## src/rtl/pc_fetch.sv

```systemverilog
// Program counter and jump-operand fetch stage.
// Handles pcc increments, two-byte absolute jumps, call/return stack.
module pc_fetch #(
  parameter logic [15:0] RESET_PC    = 16'h0000,
  parameter int          STACK_DEPTH = 4
) (
  input  logic        clk,
  input  logic        reset,
  input  logic        pcc,
  input  logic        jmp,
  input  logic [2:0]  cond,
  input  logic        flag_z,
  input  logic        flag_c,
  input  logic        flag_n,
  input  logic        flag_v,
  input  logic        ret,
  input  logic [7:0]  mem_rdata,
  output logic [15:0] pc_addr,
  output logic        busy,
  output logic        taken,
  output logic        stk_err,
  output logic [3:0]  stk_level
);

  localparam int AW =
    (STACK_DEPTH > 1) ? $clog2(STACK_DEPTH) : 1;
  localparam logic [3:0] DEPTH = 4'(STACK_DEPTH);

  typedef enum logic [1:0] {
    IDLE,
    HI,
    LO
  } state_t;

  state_t      state, state_n;
  logic [15:0] pc, pc_n, pc_inc;
  logic [2:0]  cond_q;
  logic [3:0]  flg_q;
  logic [7:0]  hi_q;
  logic [15:0] stk [STACK_DEPTH];
  logic [3:0]  lvl;
  logic        taken_q, err_q;
  logic        hit, full, empty;
  logic        push, pop, load;
  logic        err_set, cap, hi_ld;
  logic [AW-1:0] wr_idx, rd_idx;

  assign pc_inc = pc + 16'd1;
  assign full   = (lvl == DEPTH);
  assign empty  = (lvl == 4'd0);
  assign wr_idx = lvl[AW-1:0];
  assign rd_idx = AW'(lvl - 4'd1);

  // flg_q = {z, c, n, v}, frozen on the jmp cycle
  always_comb begin
    hit = 1'b1;
    unique case (cond_q)
      3'd0: hit = 1'b1;
      3'd1: hit = flg_q[3];
      3'd2: hit = !flg_q[3];
      3'd3: hit = flg_q[2];
      3'd4: hit = !flg_q[2];
      3'd5: hit = flg_q[1];
      3'd6: hit = flg_q[0];
      3'd7: hit = 1'b1;
    endcase
  end

  always_comb begin
    state_n = state;
    pc_n    = pc;
    push    = 1'b0;
    pop     = 1'b0;
    load    = 1'b0;
    err_set = 1'b0;
    cap     = 1'b0;
    hi_ld   = 1'b0;
    unique case (state)
      IDLE: begin
        if (ret) begin
          if (!empty) begin
            pc_n = stk[rd_idx];
            pop  = 1'b1;
            load = 1'b1;
          end else begin
            pc_n    = pc_inc;
            err_set = 1'b1;
          end
        end else if (jmp) begin
          cap     = 1'b1;
          pc_n    = pc_inc;
          state_n = HI;
        end else if (pcc) begin
          pc_n = pc_inc;
        end
      end
      HI: begin
        hi_ld   = 1'b1;
        pc_n    = pc_inc;
        state_n = LO;
      end
      LO: begin
        state_n = IDLE;
        if (hit) begin
          pc_n = {hi_q, mem_rdata};
          load = 1'b1;
          // a call on a full stack still jumps
          if (cond_q == 3'd7) begin
            if (full) err_set = 1'b1;
            else      push    = 1'b1;
          end
        end else begin
          pc_n = pc_inc;
        end
      end
      default: state_n = IDLE;
    endcase
  end

  always_ff @(posedge clk or posedge reset) begin
    if (reset) begin
      state   <= IDLE;
      pc      <= RESET_PC;
      cond_q  <= 3'd0;
      flg_q   <= 4'd0;
      hi_q    <= 8'd0;
      taken_q <= 1'b0;
      err_q   <= 1'b0;
      lvl     <= 4'd0;
    end else begin
      state   <= state_n;
      pc      <= pc_n;
      taken_q <= load;
      if (err_set) err_q <= 1'b1;
      if (cap) begin
        cond_q <= cond;
        flg_q  <= {flag_z, flag_c, flag_n, flag_v};
      end
      if (hi_ld) hi_q <= mem_rdata;
      if (push)     lvl <= lvl + 4'd1;
      else if (pop) lvl <= lvl - 4'd1;
    end
  end

  always_ff @(posedge clk) begin
    if (push) stk[wr_idx] <= pc_inc;
  end

  assign pc_addr   = pc;
  assign busy      = (state != IDLE);
  assign taken     = taken_q;
  assign stk_err   = err_q;
  assign stk_level = lvl;

endmodule

```

## config.mk

```make
export PLATFORM = sky130hd
export DESIGN_NAME = pc_fetch
export DESIGN_NICKNAME = d
export VERILOG_FILES = /design/src/rtl/pc_fetch.sv
export SDC_FILE = /design/constraint.sdc
export NUM_CORES = 1
export LEC_CHECK = 0
export BUFFER_PORTS_ARGS = -buffer_cell sky130_fd_sc_hd__buf_4
export CAP_MARGIN = 20
export CORE_UTILIZATION = 52
export DETAILED_ROUTE_END_ITERATION = 10
export PLACE_DENSITY = 0.84
export SKIP_CTS_REPAIR_TIMING = 1
export SYNTH_ARGS = -nofsm -noshare
export SYNTH_HDL_FRONTEND = slang
export SYNTH_SLANG_ARGS = --single-unit
```

## constraint.sdc

```tcl
create_clock -name clk -period 2.7 [get_ports clk]
set_input_delay 0.405 -clock clk [delete_from_list [all_inputs] [get_ports clk]]
set_output_delay 0.405 -clock clk [all_outputs]
set_load 0.02 [all_outputs]
```

# ---- Word-level counts from Yosys, hierarchy flattened
# Memories as Yosys holds them, arrays and structs flattened.
# Cells that the tools add are included.
dict set report word_totals {
  register_bits 39
  ramBits 64
  inputBits 20
  word_cells 69
  mem_count 1
}
dict set report classes {
  addsub 3
  eq_ne 13
  n_mux 33
  n_reduce_logical 11
}
# name words width rd rd_ports_with_merged_regs write_ports line
set memory_table {}
lappend memory_table {stk 4 16 1 0 1 40} ;# logic [15:0] stk [STACK_DEPTH];
# cell count
set ops {}
lappend ops {{$mux W16} 5}
lappend ops {{$pmux W16 S3} 1}
lappend ops {{$mux W1} 19}
lappend ops {{$add A16 B1 Y16 const B} 1}
lappend ops {{$eq A3 B3 Y1 const B} 4}
lappend ops {{$mux W4} 2}
lappend ops {{$pmux W1 S7} 1}
lappend ops {{$eq A3 B2 Y1 const B} 2}
lappend ops {{$add A4 B1 Y4 const B} 1}
lappend ops {{$eq A4 B3 Y1 const B} 1}
lappend ops {{$logic_not A4 Y1} 1}
lappend ops {{$mux W2} 2}
lappend ops {{$ne A2 B2 Y1 const B} 2}
lappend ops {{$ne A4 B4 Y1 const B} 1}
lappend ops {{$pmux W1 S2} 2}
lappend ops {{$pmux W2 S2} 1}
lappend ops {{$reduce_and A2 Y1} 2}
lappend ops {{$reduce_bool A2 Y1} 2}
lappend ops {{$sub A4 B1 Y4 const B} 1}
lappend ops {{$eq A3 B1 Y1 const B} 1}
lappend ops {{$logic_not A3 Y1} 1}
lappend ops {{$reduce_bool A3 Y1} 1}
lappend ops {{$eq A2 B1 Y1 const B} 1}
lappend ops {{$eq A2 B2 Y1 const B} 1}
lappend ops {{other kinds (3)} 4}

# ---- Logic depth before layout (Yosys ltp)
# Gate-level depths: netlist (run 1).
dict set report logic_depth {
  ltp_word 7
  ltp_mapped 10
}

# ---- Worst setup path before layout (run 1)
# No wires, ideal clock.
dict set report synth_timing {
  path_kind {register to register}
  start {register lvl[0], in the netlist stk_level[0]}
  end {register lvl[2], in the netlist stk_level[2]}
  arrival_ns 2.572
  slack_ns -0.005
  path_stages_with_launch 10
  n_path_buf 2
  synth_period_minus_slack_ns 2.705
  cell_sequence {dfrtp_1 -> buf_2 -> buf_4 -> inv_1 -> ha_1 -> nand3b_1 -> nor3b_2 -> and2_1 -> a21oi_1 -> xnor2_1}
}
dict set report synth_between {
  elab_chain_cells 6
  elab_cells_between_ends 14
  cone_classes {add/sub (2); eq/ne (1); mux (9); reduce/logical (2)}
}
# element line
set synth_rtl {}
lappend synth_rtl {{start: declaration} 41} ;# logic [3:0] lvl;
lappend synth_rtl {{start signal: assignment} 140} ;# if (push) lvl <= lvl + 4'd1;
lappend synth_rtl {{start signal: assignment} 141} ;# else if (pop) lvl <= lvl - 4'd1;
lappend synth_rtl {{$eq A4 B3 Y1} 49} ;# assign full = (lvl == DEPTH);
lappend synth_rtl {{$mux W1} 109} ;# if (full) err_set = 1'b1;
lappend synth_rtl {{$mux W1} 108} ;# if (cond_q == 3'd7) begin
lappend synth_rtl {{$mux W1} 104} ;# if (hit) begin
lappend synth_rtl {{$mux W1} 78} ;# unique case (state)
lappend synth_rtl {{$mux W4 / $reduce_bool A2 Y1 (equally long branches)} --}
# Several ways; a longest one is shown, not always the timed one. The select of a mux whose other input is x is not followed.
# A chain may end at the register's enable or synchronous reset.

# ---- Worst setup path after layout (run 1)
dict set report layout_timing {
  start {register state[1]}
  end {register pc[9], in the netlist pc_addr[9]}
}
dict set report layout_between {
  elab_chain_cells 3
  elab_cells_between_ends 7
  cone_classes {eq/ne (3); mux (1); reduce/logical (3)}
}
# element line
set layout_rtl {}
lappend layout_rtl {{start: declaration} 35} ;# state_t state, state_n;
lappend layout_rtl {{start signal: assignment} 131} ;# state <= state_n;
lappend layout_rtl {{$logic_not A2 Y1 (tied with other cells)} 78}
lappend layout_rtl {{$ne A4 B4 Y1 (no line) / $reduce_bool A3 Y1 (equally long branches)} --}
lappend layout_rtl {{$reduce_and A2 Y1 (no line)} --}
lappend layout_rtl {{end signal: assignment} 132} ;# pc <= pc_n;
lappend layout_rtl {{end: declaration} 36} ;# logic [15:0] pc, pc_n, pc_inc;
# Several ways; a longest one is shown, not always the timed one.

==> results of run 1 <==
[Yosys cell counts (9+ instances only)]
cell type	instances	share of area [%]
a21oi_1	14	1.4
a221oi_1	10	1.8
buf_2	9	0.90
dfrtp_1	39	20
edfxtp_1	64	39
ha_1	9	2.3
inv_1	10	0.75
mux2_2	15	3.4
mux4_2	16	7.2
nand2_1	22	1.7
nand3_1	9	0.90
nor2_1	17	1.3
nor3_1	13	1.3
o21ai_0	13	1.3
xnor2_1	10	1.8
[report_power, final]
part	total, W	switching [W]	leakage [nW]	internal, W
Clock	0.000962	0.000598	0.0970	0.000364
Combinational	0.00337	0.00192	0.954	0.00145
Sequential	0.00258	0.000419	1.04	0.00216
[cell type report]
| class | count | area [µm²] |
|---|---|---|
| multi-input cells | 237 | 1946 |
| clock inverters | 7 | 72.57 |
| repair buffers | 58 | 435.4 |
| fillers | 748 | 3606 |
| clock buffers | 9 | 123.9 |
| flip-flops and latches | 103 | 2898 |
| well taps | 129 | 161.4 |
| inverters | 11 | 41.29 |
[metal layers]
metal / wire (µm) / global-route usage [%]
met5: 0 / 0
met4: 154 / 5.769
met3: 910 / 4.666
met2: 5552 / 39.26
met1: 4805 / 33.32
[sequential cells by signal, indices dropped and copies added (netlist names)]
signal     flops
stk           64
pc_addr       16
hi_q           8
flg_q          4
stk_level      4
cond_q         3
state          2
stk_err        1
taken          1
[cells by family after synthesis]
family                     count (synthesis)
DFF                                      103
and+or+nand+nor                          101
AOI/OAI and AO/OA                         78
muxes                                     35
buffers and inverters                     30
xor gates and xnor gates                  14
adders and majority gates                  9
[metrics by stage]
stage                     utilization (%)  total power, W
final                               61.16        0.006918
after global routing                61.16        0.007296
after detailed placement            59.04        0.005948
after global placement              59.04        0.005810
after CTS                           61.16        0.006897
after floorplan                         -        0.004909
[final timing paths]
check | end | slack [ns] | depth (start not counted)
max | pc_addr[9]$_DFFE_PP0P_ | 0.24 | 7
min | cond_q[1]$_DFFE_PP0P_ | 0.15 | 3
max reg2reg | pc_addr[9]$_DFFE_PP0P_ | 0.24 | 7
min reg2reg | flg_q[1]$_DFFE_PP0P_ | 0.52 | 1
max in group asynchronous | pc_addr[11]$_DFFE_PP0P_ | 2.17 | 3
min in group clk | flg_q[1]$_DFFE_PP0P_ | 0.26 | 2
[critical path: stages, from the launching register on]
cell and delay [ns]:
dfrtp_1 0.41, inv_1 0.12, ha_1 0.27, nor4b_1 0.57, nor2_1 0.19, nand2_1 0.43
a21oi_1 0.10, a221oi_1 0.28
==> flow_summary.toml, run 1 <==
[detailed_routing]
routed_via_density = 6.392
antenna_left = 0
vias = 3541
first_pass_iters = 5
drc_errors = 0
drt_iter0_markers = 282
drt-total-wl_um = 11420
avgRoutedWirePerCell_um = 20.62

[flow_run]
max_cap_viol_count = 0

[floorplanning]
die_w_um = 99.95
start_util_pct = 53.73
chipHeight_um = 99.95
pin_count = 43
rows = 35
design.core.area_um2 = 9284
die_area_um2 = 9989

[sta]
slew_violations = 0
setup_viol = 0
whs_ns = 0.1508
finalCritPeriodShare_pct = 91.05
clock_skew_ns = 0.01474
tightestPinTransition_ns = 0.8945
grt_setup_unrepaired = "false"
fin_crit_ns = 2.458
slew_headroom_pct = 40.36
setup_ws_ns = 0.2417
hold_violations = 0
fmax_mhz = 406.8
setup_tns_ns = 0

[worst_setup_path]
worstSetupPathType = "reg2reg"
cp-start-kind = "flip-flop"
arrival_ns = 2.74
path_max_fanout = 10
crit_required_ns = 2.99
r2r_start = "state[1]$_DFFE_PP0P_"
startpoint = "state[1]$_DFFE_PP0P_"
endpoint_kind = "flip-flop"

[placement]
dp_cells = 538
placed_cell_area_um2 = 5482
dp_worst_setup_slack_ns = 0.3311
gp_congestion = 0.9434
place_hpwl_um = 7812
port_buffers = 42

[synth]
synth_ff_type = "edfxtp_1"
async_reset_ff_share_pct = 37.86
synth_mux_area_share_pct = 11.41
synth_cells = 370
synth-compound-area-share_pct = 11.76
yosys.area_share.simple_pct = 11.09
synth_edf_count = 64
synth_nets = 399
synth_fa_ha_area_share_pct = 2.257
ys_warn_count = 0
synth_area_per_cell_um2 = 13.48
ys_ff_latch = 103
ys_seq_area_share_pct = 58.09
synth_xor_area_share_pct = 2.458
netlist_area_um2 = 4989
synth_top_family_by_area = "compound AO/OA/AOI/OAI gates"
ys_types = 58

[run_status]
status = "complete, no violations"

[min_path]
hold_path.class = "in2async"

[finish]
nets = 449
final_cell_mix = "edfxtp_1, buf_4, dfrtp_1"
finalNonFillerCells = 554
final_common_cell = "edfxtp_1"
drive_above_1_share_pct = 28.47
areaGrowthSynthToFinish_pct = 13.82
stdcell_area_um2 = 5678
antenna_cells = 0

[clock_network]
h-tree-depth = 3
cts_tree = "built"
cts-buffers-inserted = 9
cts_root_buf = "clkbuf_8"
cts.clk_slew.worst_paths_ns = 0.11
clock_path_buffers = 2
cts.sinks = 103
clock_latency_ns = 0.38

[global_routing]
grt_max_degree = 40
antenna_found_initial = 0
overflow = 0
gr-usage-all-layers_pct = 23.97
grt_pass1_wl_um = 17970
grt_pass1_vias = 3471

[power]
p_per_area_nw_per_um2 = 1218
vdd_drop_max_v = 0.0006180
p_leak_nw = 2.095
No activity file was read; power rests on OpenSTA's default activity.
==> run 2: changes to the inputs <==
PLACE_DENSITY = 0.81   (was 0.84)
clock period = 2.6 ns   (was 2.7 ns; I/O delays follow)
==> run 2 against run 1 <==
  * Hold slack worse by 0.0084 ns
  * Maximum frequency grew 5.6%
  * Sequential share of layout area grew 0.59 points
  * Clock power shrank 7.4%
  * Highest routed layer unchanged
  * Final cell count is 0.90% lower
  * Combinational power rose by 4%
  * Critical endpoint is now pc_addr[15]$_DFFE_PP0P_
==> flow_summary.toml, run 2 (synthesis results as in run 1) <==
[clock_network]
clock_latency_ns = 0.37
cts-buffers-inserted = 9
cts_tree = "built"
cts_root_buf = "clkbuf_8"
cts.clk_slew.worst_paths_ns = 0.10
h-tree-depth = 3
clock_path_buffers = 2
cts.sinks = 103

[placement]
gp_congestion = 0.9115
place_hpwl_um = 7755
dp_cells = 533
port_buffers = 42

[finish]
largest_reg_flops = 64
final_cell_mix = "edfxtp_1, buf_4, dfrtp_1"
antenna_cells = 0
areaGrowthSynthToFinish_pct = 12.52
nets = 444
largest_register = "stk"
finalNonFillerCells = 549
final_common_cell = "edfxtp_1"
drive_above_1_share_pct = 27.86

[sta]
setup_tns_ns = 0
clock_skew_ns = 0.01267
slew_violations = 0
setup_viol = 0
fmax_mhz = 429.6
hold_violations = 0
finalCritPeriodShare_pct = 89.53
fin_crit_ns = 2.328
grt_setup_unrepaired = "false"
slew_headroom_pct = 57.33
tightestPinTransition_ns = 0.6312

[detailed_routing]
antenna_left = 0
routed_via_density = 6.335
drt_iter0_markers = 208
drc_errors = 0
first_pass_iters = 5
avgRoutedWirePerCell_um = 20.83
drt-total-wl_um = 11440
vias = 3478

[run_status]
status = "complete, no violations"

[global_routing]
gr-usage-all-layers_pct = 24.45
grt_max_degree = 40
antenna_found_initial = 0
grt_pass1_vias = 3453
grt_pass1_wl_um = 18170
overflow = 0

[worst_setup_path]
r2r_start = "state[0]$_DFFE_PP0P_"
rr_worst_depth = 5
timing.rr.end = "pc_addr[15]$_DFFE_PP0P_"
path_max_fanout = 14
worstSetupPathType = "reg2reg"
endpoint_kind = "flip-flop"
r2r_setup_slack_ns = 0.27
cp-start-kind = "flip-flop"
arrival_ns = 2.60
crit_required_ns = 2.87

[floorplanning]
start_util_pct = 53.73
rows = 35
pin_count = 43
die_w_um = 99.95
chipHeight_um = 99.95
design.core.area_um2 = 9284
die_area_um2 = 9989

[power]
p_per_area_nw_per_um2 = 1263
p_leak_nw = 2.062
vdd_drop_max_v = 0.0007574

[min_path]
hold_path.class = "in2async"

[flow_run]
max_cap_viol_count = 0
## run 2: cell types whose count changed in the layout (fill, tap and decap cells not counted), sizes merged
cell and delta:
inv -2, buf -5, clkbuf +2, clkinvlp -1, clkinv +1
## run 2: final cells by class
type	count	area, µm²
Clock buffer	11	131.4
Clock inverter	5	33.78
Fill cell	754	3671
Inverter	11	41.29
Multi-Input combinational cell	237	1949
Sequential cell	103	2898
Tap cell	129	161.4
Timing Repair Buffer	53	397.9
## run 2: worst max path at each step
stage	startpoint	to	slack, ns	cells after the start
6_report	state[0]$_DFFE_PP0P_	pc_addr[15]$_DFFE_PP0P_	0.27	5
5_1_grt	stk_level[1]$_DFFE_PP0P_	pc_addr[2]$_DFFE_PP0P_	0.08	7
4_1_cts	stk_level[1]$_DFFE_PP0P_	pc_addr[2]$_DFFE_PP0P_	0.29	7
3_5_place_dp	state[0]$_DFFE_PP0P_	pc_addr[15]$_DFFE_PP0P_	0.31	7
3_3_place_gp	state[0]$_DFFE_PP0P_	pc_addr[15]$_DFFE_PP0P_	0.40	5
2_1_floorplan	stk_level[0]$_DFFE_PP0P_	stk_level[2]$_DFFE_PP0P_	0.07	9
## run 2: layer usage
metal	GRT usage, %	part of all wire [%]	up-vias
met5	0	0	-
met4	9.050	1.9	0
met3	6.198	8.2	21
met2	38.36	48	178
met1	33.14	42	1745
li1	-	-	1534
## run 2: critical path, cell delays in order (launching register included)
cell	delay, ns
dfrtp_1	0.41
inv_1	0.09
ha_1	0.65
nand2_1	0.48
a211o_1	0.39
a31o_1	0.21
## run 2: power by group
part           total, W  internal, W  switching, W
clock network  0.000891     0.000352      0.000539
registers       0.00270      0.00225      0.000448
logic           0.00350      0.00151       0.00200
total           0.00709      0.00410       0.00298
## run 2: metrics by stage
stage	instance area, µm²	power (W)	utilization [%]	hold WS, ns	worst slack [ns]
6_report	5613	0.007088	60.46	0.1424	0.2722
5_1_grt	5613	0.007497	60.46	0.1824	0.08028
4_1_cts	5613	0.007077	60.46	0.1575	0.2929
3_5_place_dp	5448	0.006184	58.68	0.4955	0.3111
3_3_place_gp	5448	0.006075	58.68	0.4891	0.3990
2_1_floorplan	4995	0.005102	-	0.4791	0.06695
==> run 3: changes to the inputs <==
ABC_AREA = 1   (was default)
==> run 3 against run 2 <==
  * Sequential cell count unchanged
  * First-iteration DRC count grew 61%
  * Final cell count up 38%
  * Power grew 13%
  * Wire length rose by 9.6%
  * Die area increased by 4.7%
  * Clock power rose by 20%
  * Count of clock-buffer cells in the layout fell by 2
  * Largest power group unchanged
==> flow_summary.toml, run 3 <==
[sta]
slew_violations = 0
tightestPinTransition_ns = 0.7685
clock_skew_ns = 0.01235
slew_headroom_pct = 48.71
whs_ns = 0.1295
setup_viol = 0
fmax_mhz = 456.4
finalCritPeriodShare_pct = 84.27
hold_violations = 0
fin_crit_ns = 2.191
grt_setup_unrepaired = "false"

[detailed_routing]
drc_errors = 0
vias = 4183
first_pass_iters = 4
routed_via_density = 5.504
drt-total-wl_um = 12540
avgRoutedWirePerCell_um = 16.49
antenna_left = 0
drt_iter0_markers = 334

[worst_setup_path]
cp-start-kind = "flip-flop"
cp_cell_sequence = "inv_1, ha_1, inv_1, o21ai_0, o22ai_1, a21oi_1, a21oi_1, nand2_1, nand2_1"
endpoint_kind = "flip-flop"
arrival_ns = 2.51
path_max_fanout = 16
critPathBufInv = 2
crit_family = "compound AO/OA/AOI/OAI gates"
cpPeakStageDelay_ns = 0.43
crit_required_ns = 2.92
worst_path_max_delay_cell = "dfrtp_1"
worstSetupPathType = "reg2reg"

[synth]
synth_nets = 608
ys_types = 39
yosysTopAreaCellShare_pct = 36.76
synth_ff_type = "edfxtp_1"
ys_warn_count = 0
synth_area_per_cell_um2 = 9.029
synth_edf_count = 64
synth_common_cells = "nand2_1, edfxtp_1, nor2_1"
ys_ff_latch = 103
yosysTopAreaCell = "edfxtp_1"
post-synth-top-count-cell = "nand2_1"
synth_cells = 579
ys_seq_area_share_pct = 55.43
netlist_area_um2 = 5228
async_reset_ff_share_pct = 37.86
synth_area_leaders = "edfxtp_1, dfrtp_1, nand2_1, nand3_1, nor2_1"

[finish]
final_cell_mix = "nand2_1, edfxtp_1, nor2_1"
nets = 651
largest_register = "stk"
fin_util_pct = 60.42
antenna_cells = 0
largest_reg_flops = 64
areaGrowthSynthToFinish_pct = 12.97
final_common_cell = "nand2_1"
drive_above_1_share_pct = 17.22

[power]
vdd_drop_max_v = 0.0008102
p_per_area_nw_per_um2 = 1352
p_leak_nw = 2.577

[global_routing]
grt_pass1_vias = 3960
grt_max_degree = 40
grtUsageMet3_pct = 3.557
globalRouteMet2Util_pct = 41.61
overflow = 0
antenna_found_initial = 0
use_met1_pct = 36.73
gr-usage-all-layers_pct = 26.11
grt_pass1_wl_um = 20240
top_usage_layer = "met2"

[clock_network]
cts_root_buf = "clkbuf_8"
cts-buffers-inserted = 9
cts.clk_slew.worst_paths_ns = 0.11
clock_latency_ns = 0.38
cts_tree = "built"
h-tree-depth = 3
clock_path_buffers = 2
cts.sinks = 103

[flow_run]
max_cap_viol_count = 0

[run_status]
status = "complete, no violations"

[floorplanning]
die_area_um2 = 10460
pin_count = 43
rows = 36
start_util_pct = 53.48
chipHeight_um = 102.3
die_w_um = 102.3
design.core.area_um2 = 9774

[min_path]
hold_path.class = "in2async"

[placement]
place_hpwl_um = 8399
port_buffers = 42
gp_congestion = 0.8623
run 3: cell types whose count changed in the layout (fill, tap and decap cells not counted), sizes merged, moves of 8 or more:
cell / before / now
a21oi: 14 / 34
nand3: 9 / 49
a221oi: 13 / 0
nand2: 22 / 157
mux4: 16 / 0
xnor2: 10 / 2
o21ai: 15 / 39
inv: 12 / 60
mux2: 15 / 2
nor2: 17 / 65
nor3: 14 / 5
run 3: report_power, final:
part           leakage [nW]  internal [W]  total, W  switching (W)
Combinational          1.43       0.00137   0.00422        0.00285
Clock                 0.108      0.000469   0.00107       0.000603
Sequential             1.04       0.00233   0.00270       0.000361
Total                  2.58       0.00417   0.00798        0.00381
run 3: path summary, 6_finish.rpt:
path	start	slack, ns	to	cells after the start
worst max-delay path	stk_level[1]$_DFFE_PP0P_	0.41	pc_addr[11]$_DFFE_PP0P_	9
worst min-delay path	reset	0.13	flg_q[3]$_DFFE_PP0P_	3
worst max register to register	stk_level[1]$_DFFE_PP0P_	0.41	pc_addr[11]$_DFFE_PP0P_	9
worst min register to register	stk_err$_DFFE_PP0P_	0.48	stk_err$_DFFE_PP0P_	1
max in group asynchronous	reset	2.10	pc_addr[14]$_DFFE_PP0P_	3
min in group clk	mem_rdata[7]	0.22	hi_q[7]$_DFFE_PP0P_	3
run 3: kinds of logic (layout without fill, tap and decap cells):
| family | count (synthesis) | in the layout | share of synthesized area (%) |
|---|---|---|---|
| AO/OA/AOI/OAI | 90 | 90 | 9.430 |
| XOR/XNOR | 11 | 11 | 2.274 |
| adder cells (fa/ha/maj) | 9 | 9 | 2.154 |
| buffers and inverters | 80 | 128 | 6.343 |
| flip-flops | 103 | 103 | 55.43 |
| multiplexers | 2 | 2 | 0.4308 |
| AND/OR/NAND/NOR | 284 | 284 | 23.93 |
run 3: routing by layer:
layer | routed length (µm) | share of wire, %
met1 | 5427 | 43
met2 | 6092 | 49
met3 | 856 | 6.8
met4 | 159 | 1.3
met5 | 0 | 0
run 3: per-stage QoR:
stage / setup slack, ns / area (µm²) / total power [W] / TNS [ns] / cells
final: 0.4090 / 5906 / 0.007982 / 0 / 760
after detailed placement: 0.5370 / 5692 / 0.006865 / 0 / 744
after CTS: 0.4359 / 5906 / 0.007948 / 0 / 760
after floorplan: -0.04871 / 5230 / 0.005621 / -1.559 / 579
after global routing: 0.2398 / 5906 / 0.008561 / 0 / 760
after global placement: 0.6378 / 5692 / 0.006716 / 0 / 744
run 3: area by class of cell:
class | instances | area (µm²)
clock buffer | 9 | 123.9
clock inverter | 7 | 90.09
fill | 828 | 3869
inverter | 57 | 214.0
multi-input combinational | 396 | 2001
sequential | 103 | 2898
tap | 133 | 166.4
timing repair buffer | 55 | 412.9
run 3: worst reg2reg max path, stage by stage, from the launching register on:
cell	delay, ns
dfrtp_1	0.43
inv_1	0.11
ha_1	0.30
inv_1	0.39
o21ai_0	0.23
o22ai_1	0.26
a21oi_1	0.12
a21oi_1	0.17
nand2_1	0.08
nand2_1	0.07
